===== src/rtl/pedometer_pkg.sv =====
// Shared types and constants for the pedometer step-counting datapath:
// weight-file roles, reset defaults and the detector state encoding.
package pedometer_pkg;

    localparam int NUM_W    = 8;
    localparam int W_GAIN_A = 0;
    localparam int W_GAIN_B = 1;
    localparam int W_THR_LO = 2;
    localparam int W_THR_HI = 3;
    localparam int W_HYST   = 4;

    typedef logic [NUM_W-1:0][7:0] weight_file_t;

    // Element 0 is the rightmost byte: gains 1/1, threshold 40, hysteresis 10.
    localparam weight_file_t W_RESET = {8'd0, 8'd0, 8'd0, 8'd10, 8'd0, 8'd40, 8'd1, 8'd1};

    typedef enum logic {
        BELOW = 1'b0,
        ABOVE = 1'b1
    } det_state_t;

endpackage


===== src/rtl/pedometer_weight_rf.sv =====
// 8x8 detection-weight register file with two write ports; port 1 wins when
// both ports target the same entry. All entries are visible as outputs.
module pedometer_weight_rf
    import pedometer_pkg::*;
(
    input  logic         clk,
    input  logic         reset,
    input  logic         we1,
    input  logic [2:0]   addr1,
    input  logic [7:0]   data1,
    input  logic         we2,
    input  logic [2:0]   addr2,
    input  logic [7:0]   data2,
    output weight_file_t w
);

    // Port 2 is written first so a same-address port 1 write overrides it.
    always_ff @(posedge clk) begin
        if (reset) begin
            w <= W_RESET;
        end else begin
            if (we2) w[addr2] <= data2;
            if (we1) w[addr1] <= data1;
        end
    end

endmodule


===== src/rtl/pedometer.sv =====
// Step detector: weighted activity from two accelerometer axes, threshold
// crossing with hysteresis, and a saturating step counter.
module pedometer
    import pedometer_pkg::*;
#(
    parameter int CNT_W = 16
) (
    input  logic             clk,
    input  logic             reset,
    input  logic             countSteps,
    input  logic             updateWeight,
    input  logic             dualUpdateWeights,
    input  logic [7:0]       A,
    input  logic [7:0]       B,
    input  logic [2:0]       Addr1,
    input  logic [2:0]       Addr2,
    input  logic [7:0]       Data1,
    input  logic [7:0]       Data2,
    output logic [CNT_W-1:0] stepCount,
    output logic             stepPulse,
    output logic [16:0]      activity,
    output det_state_t       state
);

    weight_file_t w;
    logic         count_en;
    logic [15:0]  prod_a;
    logic [15:0]  prod_b;
    logic [16:0]  act;
    logic [15:0]  thr;
    logic [15:0]  thr_low;

    // Only the highest-priority request acts; lower ones are dropped.
    assign count_en = countSteps & ~dualUpdateWeights & ~updateWeight;

    pedometer_weight_rf u_weight_rf (
        .clk   (clk),
        .reset (reset),
        .we1   (dualUpdateWeights | updateWeight),
        .addr1 (Addr1),
        .data1 (Data1),
        .we2   (dualUpdateWeights),
        .addr2 (Addr2),
        .data2 (Data2),
        .w     (w)
    );

    assign prod_a  = 16'(w[W_GAIN_A]) * 16'(A);
    assign prod_b  = 16'(w[W_GAIN_B]) * 16'(B);
    assign act     = {1'b0, prod_a} + {1'b0, prod_b};
    assign thr     = {w[W_THR_HI], w[W_THR_LO]};
    assign thr_low = (thr > 16'(w[W_HYST])) ? thr - 16'(w[W_HYST]) : 16'd0;

    always_ff @(posedge clk) begin
        if (reset) begin
            state     <= BELOW;
            stepCount <= '0;
            stepPulse <= 1'b0;
            activity  <= '0;
        end else begin
            stepPulse <= 1'b0;
            if (count_en) begin
                activity <= act;
                case (state)
                    BELOW: begin
                        if (act > {1'b0, thr}) begin
                            state     <= ABOVE;
                            stepPulse <= 1'b1;
                            if (stepCount != '1) stepCount <= stepCount + 1'b1;
                        end
                    end
                    ABOVE: begin
                        if (act < {1'b0, thr_low}) state <= BELOW;
                    end
                    default: state <= BELOW;
                endcase
            end
        end
    end

endmodule


===== config.mk =====
export PLATFORM = sky130hd
export DESIGN_NAME = pedometer
export DESIGN_NICKNAME = d
export VERILOG_FILES = /design/src/rtl/pedometer_pkg.sv /design/src/rtl/pedometer_weight_rf.sv /design/src/rtl/pedometer.sv
export SDC_FILE = /design/constraint.sdc
export NUM_CORES = 1
export LEC_CHECK = 0
export ABC_CLOCK_PERIOD_IN_PS = 8700
export BUFFER_PORTS_ARGS = -buffer_cell sky130_fd_sc_hd__buf_4
export CAP_MARGIN = 20
export CORE_MARGIN = 5
export CORE_UTILIZATION = 50
export CTS_CLUSTER_SIZE = 8
export DETAILED_ROUTE_END_ITERATION = 8
export PLACE_DENSITY = 0.71
export SETUP_SLACK_MARGIN = 0.05
export SLEW_MARGIN = 15
export SYNTH_ARGS = -nofsm -noshare
export SYNTH_HDL_FRONTEND = slang
export SYNTH_HIERARCHICAL = 1
export SYNTH_SLANG_ARGS = --single-unit

===== constraint.sdc =====
create_clock -name clk -period 8.7 [get_ports clk]
set_clock_uncertainty 0.05 [all_clocks]
set_input_delay 1.305 -clock clk [delete_from_list [all_inputs] [get_ports clk]]
set_output_delay 1.305 -clock clk [all_outputs]
set_load 0.01 [all_outputs]

# == After elaboration in Yosys (flattened, before gate mapping) ==
# Cells that the tools add are included.
# Widths: inputs -> output; s select.
# op_classes
eq_ne,1
n_lt_le_gt_ge,7
n_mux,13
reduce_logical,4
bitwise,7
addsub,3
multipliers,2
# op_table
operator,count
$mux 64,3
$bwmux 64,2
$demux 8 s3,2
$mul 8x8->16,2
$add 16x16->17,1
$gt 17x16->1,1
$lt 17x16->1,1
$add 16x1->16 const B,1
$gt 16x8->1,1
$mux 16,1
$mux 8,2
$ne 16x16->1 const B,1
$sub 16x8->16,1
$lt 3x4->1 const B,2
$ge 3x1->1 const B,2
$not 1->1,4
$reduce_and 4->1,1
$reduce_or 3->1,1
$and 1x1->1,2
$logic_and 1x1->1,2
$mux 1,2
$pmux 1 s2,1
$or 1x1->1,1
# totals
reg_bits,99
in_bits,43

# == Depth between registers and ports, before layout ==
# Gate-level depths: netlist (run 1).
# depth
depth_word,9
ltp_mapped,31

# == Hierarchy ==
# The synthesis (run 1) kept the hierarchy.
# by_module_without_submodules
mod,area_each_um2,instances,seq_area_each_um2,cells_per_inst
pedometer,7141.8,1,700.7,858
pedometer_weight_rf,2881.5,1,1281.2,305

# == Worst setup path after synthesis (run 1) ==
# Ideal clock, no wire load.
# synth_path
path_type,input to register
from,input port A[3]
to,register stepCount[5]
setup_time_ps,121
arrival_ps,8099
path_stages,27
required_time_ps,8529
path_buffers,2
setup_slack_ps,431
path_cell_list,clkbuf_1 -> nand2_1 -> fa_1 -> fa_1 -> fa_1 -> inv_1 -> fa_1 -> fa_1 -> inv_1 -> fa_1 -> inv_1 -> ha_1 -> o21a_1 -> o21a_1 -> a2111oi_0 -> o31ai_1 -> a31oi_1 -> xnor2_1 -> ha_1 -> nand3_1 -> nor2_1 -> a21o_1 -> o21ai_0 -> a311o_1 -> buf_6 -> nor4b_1 -> mux2_2
# synth_between
elab_chain_len,4
# synth_lines
item,line,text
"start, declared",pedometer.sv:13,"input logic [7:0] A,"
$mul 8x8->16,pedometer.sv:48,assign prod_a = 16'(w[W_GAIN_A]) * 16'(A);
$add 16x16->17,pedometer.sv:50,"assign act = {1'b0, prod_a} + {1'b0, prod_b};"
via act[15],pedometer.sv:29,logic [16:0] act;
$gt 17x16->1,pedometer.sv:66,"if (act > {1'b0, thr}) begin"
$reduce_and 4->1 (no line),--,
"end signal, assigned",pedometer.sv:69,if (stepCount != '1) stepCount <= stepCount + 1'b1;
"end, declared",pedometer.sv:19,"output logic [CNT_W-1:0] stepCount,"
# The timed path passes the listed nets, and every way through them passes these cells.
# A chain may end at the register's enable or synchronous reset.

# == Final worst setup path (run 1) ==
# layout_path
from,input port A[5]
to,register stepCount[6]
# The elaborated chain is that of the path after synthesis.

==> results of run 1 <==
[metal layers]
| layer | up-vias | track usage [%] | share of wire, % |
|---|---|---|---|
| li1 | 3639 | - | - |
| met5 | - | 0 | 0 |
| met1 | 3607 | 29.08 | 44 |
| met4 | 0 | 5.352 | 1.4 |
| met2 | 194 | 36.33 | 48 |
| met3 | 22 | 3.935 | 5.8 |
[power breakdown]
part           switching, µW  total, µW  internal [µW]
registers               29.7        397            367
clock network            146        398            252
logic                    792       1450            657
[cell type report]
type	instances	area (µm²)	area share, %
Timing Repair Buffer	95	710.7	6.974
Multi-Input combinational cell	768	6724	65.99
Inverter	173	649.4	6.373
Tap cell	229	286.5	2.812
Sequential cell	75	1501	14.73
Clock inverter	6	88.84	0.8718
Clock buffer	10	229.0	2.247
[through the flow]
step | worst slack, ns | total power, µW | setup TNS, ns
after floorplan | 0.4307 | 1366 | 0
after global placement | 0.1060 | 1774 | 0
after detailed placement | -0.02280 | 1799 | -0.04292
after CTS | 0.3128 | 2210 | 0
after global routing | 0.1178 | 2463 | 0
final | 0.4071 | 2244 | 0
[state kept, by name (all words and copies together) (netlist names)]
name           cells
activity          17
state              1
stepCount         16
stepPulse          1
u_weight_rf/w     40
[worst min-delay path by stage]
stage / from / to / slack (ns) / depth (start not counted)
4_1_cts: activity[11] / activity[11] / 0.41 / 2
5_1_grt: activity[15] / activity[15] / 0.42 / 2
2_1_floorplan: activity[0] / activity[0] / 0.43 / 2
3_5_place_dp: activity[11] / activity[11] / 0.40 / 2
3_3_place_gp: activity[4] / activity[4] / 0.40 / 2
6_report: activity[11] / activity[11] / 0.41 / 2
[what timing repair did]
| action | in CTS | in global routing |
|---|---|---|
| setup endpoints to repair | 0 | 16 |
| buffers inserted | 0 | 2 |
| resized for setup | 0 | 7 |
[critical path, delay by kind of cell]
family          cells  cell delay (ns)
simple gates        4             0.87
buf+inv             7             0.72
xor+xnor            1             0.18
fa+ha+maj           8             3.73
compound gates      9             1.71
[placed cells by master (no fill, tap or decap), types with 5 or more instances in the layout]
| cell | n |
|---|---|
| nand4_1 | 12 |
| and3_1 | 6 |
| fa_1 | 98 |
| nor3_1 | 11 |
| or3_1 | 8 |
| inv_1 | 173 |
| mux2i_1 | 40 |
| dfxtp_1 | 75 |
| buf_4 | 93 |
| and2_1 | 83 |
| or4_1 | 11 |
| o21ai_0 | 53 |
| xnor2_1 | 10 |
| a211oi_1 | 5 |
| xor2_1 | 6 |
| nor2_1 | 28 |
| o21a_1 | 8 |
| o31ai_1 | 12 |
| nand3_1 | 12 |
| ha_1 | 104 |
| nand2_1 | 104 |
| a21oi_1 | 88 |
| a21o_1 | 7 |
| clkbuf_16 | 9 |
==> out/results.tsv, run 1 <==
stage	metric	value	unit
sta	# setup viols final	0	
placed_design	Post-DP Area	9803	µm²
final_layout	area delta synth->final	13.39	%
sta	Min Hold Slack	0.4083	ns
final_layout	ratio of cells with drive above 1 in the final layout	11.71	%
critical_path	reg-to-reg setup timing slack	0.85	ns
placed_design	dpl cells	1337	
synthesis	Mean Syn Cell Area	8.526	µm²
critical_path	Most common cell on crit path	fa_1	
global_route	initial antenna violation count	0	
drt	Pre-antenna DRT Iters	8	
placed_design	# port buffers	77	
final_layout	Core Util, Final	57.11	%
final_layout	final std cells w/o fill	1356	
sta	Final Hold Viols	0	
sta	RSZ-0062 raised after global routing	false	
critical_path	Crit. End Element	register	
placed_design	dpl hpwl	17890	µm
global_route	vias in the first global route	7295	
drt	WL final	21760	µm
critical_path	kind of critical path	in2reg	
clocking	worst skew pair latency	0.34	ns
floorplan	die area	20750	µm²
critical_path	depth of the most critical reg-to-reg path	27	
placed_design	Placer Congestion	0.9402	
critical_path	Critical R2R Capture	stepCount[6]	
drt	Vias/cell	5.503	
global_route	grt total ovfl	0	
synthesis	Synth Net Count	1300	
sta	Tmin final	8.293	ns
floorplan	Die W	144.1	µm
sta	Slew Viols, Final	0	
clocking	Num CTS Buffers	9	
critical_path	slowest stage cell, crit path	fa_1	
worst_hold_path	Worst Hold Class	reg2reg	
global_route	first-pass GRT wire length	35800	µm
global_route	All-Layer GR Usage	21.65	%
clocking	CTS tree	yes	
drt	initial drt markers	382	
critical_path	largest stage delay on the critical path	0.55	ns
global_route	largest net degree at the start of global routing	47	
sta	fmax	120.6	MHz
pwr	leakage	0.004787	µW
sta	period utilisation layout	95.32	%
final_layout	final instance area	10190	µm²
critical_path	reg2reg start	u_weight_rf/w[0]	
floorplan	Rows	49	
clocking	CTS Sinks	75	
clocking	hold buffers post-CTS	0	
run_status	status	complete, no violations	
clocking	clock transition at the registers of the reported paths	0.06	ns
critical_path	Worst EP arrival	8.51	ns
final_layout	Ant. Diodes	0	
floorplan	Core ar.	17840	µm²
drt	DRC errors left	0	
synthesis	Post-Syn Area	8986	µm²
pwr	pwr dens	220.2	nW/µm²
synthesis	Yosys warning count	6	
drt	post-route ant nets	0	
floorplan	# IOs	78	
flow_run	max_cap viols	0	
critical_path	Setup crit end	stepCount[6]	
synthesis	Cells after Synth	1054	
final_layout	nets	1368	
drt	WL/cell	16.04	µm
floorplan	die height	144.1	µm
critical_path	Critical Path Source Type	input pin	
critical_path	Critical path origin	A[5]	
critical_path	WP data required	8.92	ns
clocking	H-tree depth	3	
floorplan	Initial Util	50.37	%
sta	slew margin rel.	38.00	%
clocking	CTS Root Cell	clkbuf_16	
critical_path	maximum fanout along the worst path	8	
sta	Worst-Margin Slew	0.9290	ns
final_layout	Filler cells	1640	
drt	vias	7462	
clocking	CTS max path bufs	2	
pwr	Max IR drop VDD	0.1577	mV
No activity file was read; power rests on OpenSTA's default activity.
==> run 2, diff against run 1 <==
--- a/config.mk
+++ b/config.mk
@@ -13,6 +13,7 @@
 export CTS_CLUSTER_SIZE = 8
 export DETAILED_ROUTE_END_ITERATION = 8
 export PLACE_DENSITY = 0.71
+export REMOVE_ABC_BUFFERS = 1
 export SETUP_SLACK_MARGIN = 0.05
 export SLEW_MARGIN = 15
 export SYNTH_ARGS = -nofsm -noshare
==> out/results.tsv, run 2 (synthesized netlist as in run 1, its figures left out) <==
stage	metric	value	unit
run_status	status	complete, no violations	
drt	Vias/cell	5.487	
pwr	pwr dens	221.3	nW/µm²
pwr	Int Pwr	1279	µW
critical_path	largest stage delay on the critical path	0.55	ns
drt	Pre-antenna DRT Iters	5	
drt	WL final	21910	µm
floorplan	Rows	49	
final_layout	commonest non-fill, non-tap cells in the layout	inv_1, ha_1, nand2_1	
sta	RSZ-0062 raised after global routing	false	
floorplan	# IOs	78	
sta	# setup viols final	0	
critical_path	reg2reg start	u_weight_rf/w[9]	
final_layout	area delta synth->final	13.02	%
pwr	Seq pwr share	17.6	%
pwr	Net Sw Frac	43.12	%
clocking	H-tree depth	3	
sta	slew margin rel.	35.78	%
flow_run	max_cap viols	0	
floorplan	Die W	144.1	µm
placed_design	dpl cells	1333	
sta	Post-Route Setup TNS	0	ns
critical_path	Most common cell on crit path	fa_1	
final_layout	max reg flops	40	
final_layout	most common cell after layout, fill and taps aside	inv_1	
drt	vias	7407	
global_route	initial antenna violation count	0	
clocking	worst skew pair latency	0.33	ns
sta	worst setup margin	0.4698	ns
clocking	CTS Sinks	75	
floorplan	die area	20750	µm²
placed_design	# port buffers	77	
placed_design	dpl ws	0.05309	ns
critical_path	slowest stage cell, crit path	fa_1	
sta	period utilisation layout	94.60	%
drt	WL/cell	16.23	µm
final_layout	ratio of cells with drive above 1 in the final layout	10.98	%
pwr	switching power	969.4	µW
final_layout	final std cells w/o fill	1350	
final_layout	nets	1361	
drt	initial drt markers	486	
sta	Tmin final	8.230	ns
global_route	largest net degree at the start of global routing	47	
pwr	Max IR drop VDD	0.1792	mV
placed_design	dpl hpwl	17870	µm
critical_path	Worst EP arrival	8.44	ns
floorplan	Core ar.	17840	µm²
critical_path	kind of critical path	in2reg	
drt	DRC errors left	0	
critical_path	depth of the most critical reg-to-reg path	27	
global_route	grt total ovfl	0	
clocking	CTS tree	yes	
critical_path	WP data required	8.91	ns
pwr	leakage	0.004780	µW
placed_design	Placer Congestion	0.8991	
worst_hold_path	hold path cells	2	
worst_hold_path	Worst Hold Class	reg2reg	
clocking	hold buffers post-CTS	0	
global_route	first-pass GRT wire length	36470	µm
clocking	clock transition at the registers of the reported paths	0.06	ns
floorplan	die height	144.1	µm
critical_path	reg-to-reg setup timing slack	0.98	ns
clocking	setup bufs post-CTS	0	
critical_path	Critical R2R Capture	stepCount[8]	
clocking	CTS Root Cell	clkbuf_16	
sta	Final Hold Viols	0	
global_route	All-Layer GR Usage	22.03	%
floorplan	Initial Util	50.37	%
worst_hold_path	Min-Delay Endpoint	activity[9]	
pwr	Clk pwr share	19.2	%
critical_path	crit path buf inv count	7	
critical_path	maximum fanout along the worst path	32	
final_layout	Filler cells	1610	
sta	Slew Viols, Final	0	
final_layout	Largest regs	u_weight_rf/w: 40 flops, activity: 17 flops, stepCount: 16 flops	
clocking	Num CTS Buffers	9	
critical_path	Top delay family on crit path	adder cells	
final_layout	Biggest register	u_weight_rf/w	
critical_path	Crit. End Element	register	
global_route	vias in the first global route	7354	
clocking	CTS max path bufs	2	
sta	fmax	121.5	MHz
critical_path	Critical Path Source Type	input pin	
worst_hold_path	Hold Startpoint	activity[9]	
pwr	combinational fraction of design power	63.2	%
sta	Worst-Margin Slew	0.9622	ns
drt	post-route ant nets	0	
## run 2: cell count changes in the layout (fill, tap and decap cells not counted), sizes merged
cell / change
clkinv: +2
clkbuf: -2
diode: +1
clkinvlp: -2
inv: -1
buf: -5
bufinv: +1
## run 2: layout make-up
cell class / instances / area (µm²) / area share (%)
multi-input cells: 768 / 6694 / 65.91
diodes: 1 / 2.502 / 0.02464
well taps: 229 / 286.5 / 2.821
inverters: 173 / 649.4 / 6.394
repair buffers: 88 / 670.6 / 6.603
flip-flops and latches: 75 / 1501 / 14.78
clock buffers: 10 / 239.0 / 2.353
clock inverters: 6 / 112.6 / 1.109
## run 2: worst max-delay path by stage
stage | from | end | slack, ns | cells past startpoint
finish | B[4] | stepCount[8] | 0.47 | 29
global route | B[4] | stepCount[9] | 0.06 | 29
CTS | B[4] | stepCount[5] | 0.38 | 29
detailed placement | B[4] | stepCount[5] | 0.05 | 29
global placement | B[4] | stepCount[5] | 0.11 | 29
floorplan | B[4] | stepCount[5] | 0.40 | 26
## run 2: power groups by stage
stage | registers (µW) | clock network, µW | logic [µW]
6_report | 396 | 431 | 1420
5_1_grt | 399 | 451 | 1610
4_1_cts | 395 | 437 | 1410
3_5_place_dp | 402 | 0 | 1400
3_3_place_gp | 402 | 0 | 1370
2_1_floorplan | 397 | 0 | 958
## run 2: metal layers
metal / vias to the layer above / global-route usage (%) / share of wire, %
met3: 24 / 3.142 / 5.0
met5: - / 0 / 0
met2: 178 / 36.21 / 47
met1: 3566 / 30.91 / 46
li1: 3639 / - / -
met4: 0 / 5.104 / 1.4
## run 2: stage by stage
stage | hold slack, ns | instance area (µm²) | total power, µW | util [%]
floorplan | 0.4245 | 8820 | 1355 | -
global placement | 0.3955 | 9778 | 1776 | 54.81
detailed placement | 0.4022 | 9783 | 1803 | 54.84
CTS | 0.4103 | 10130 | 2245 | 56.81
global route | 0.4273 | 10150 | 2462 | 56.91
finish | 0.4056 | 10160 | 2248 | 56.93
## run 2: tightest hold or removal path, delay by kind of cell (launching register included)
family	cells	cell delay [ns]
AO/OA/AOI/OAI	1	0.05
AND/OR/NAND/NOR	1	0.05
flip-flops	1	0.31
## run 2: timing repair
action / in CTS / in global routing
hold endpoints to repair: 0 / 0
endpoints found under the setup margin: 0 / 6
resized for setup: 0 / 4
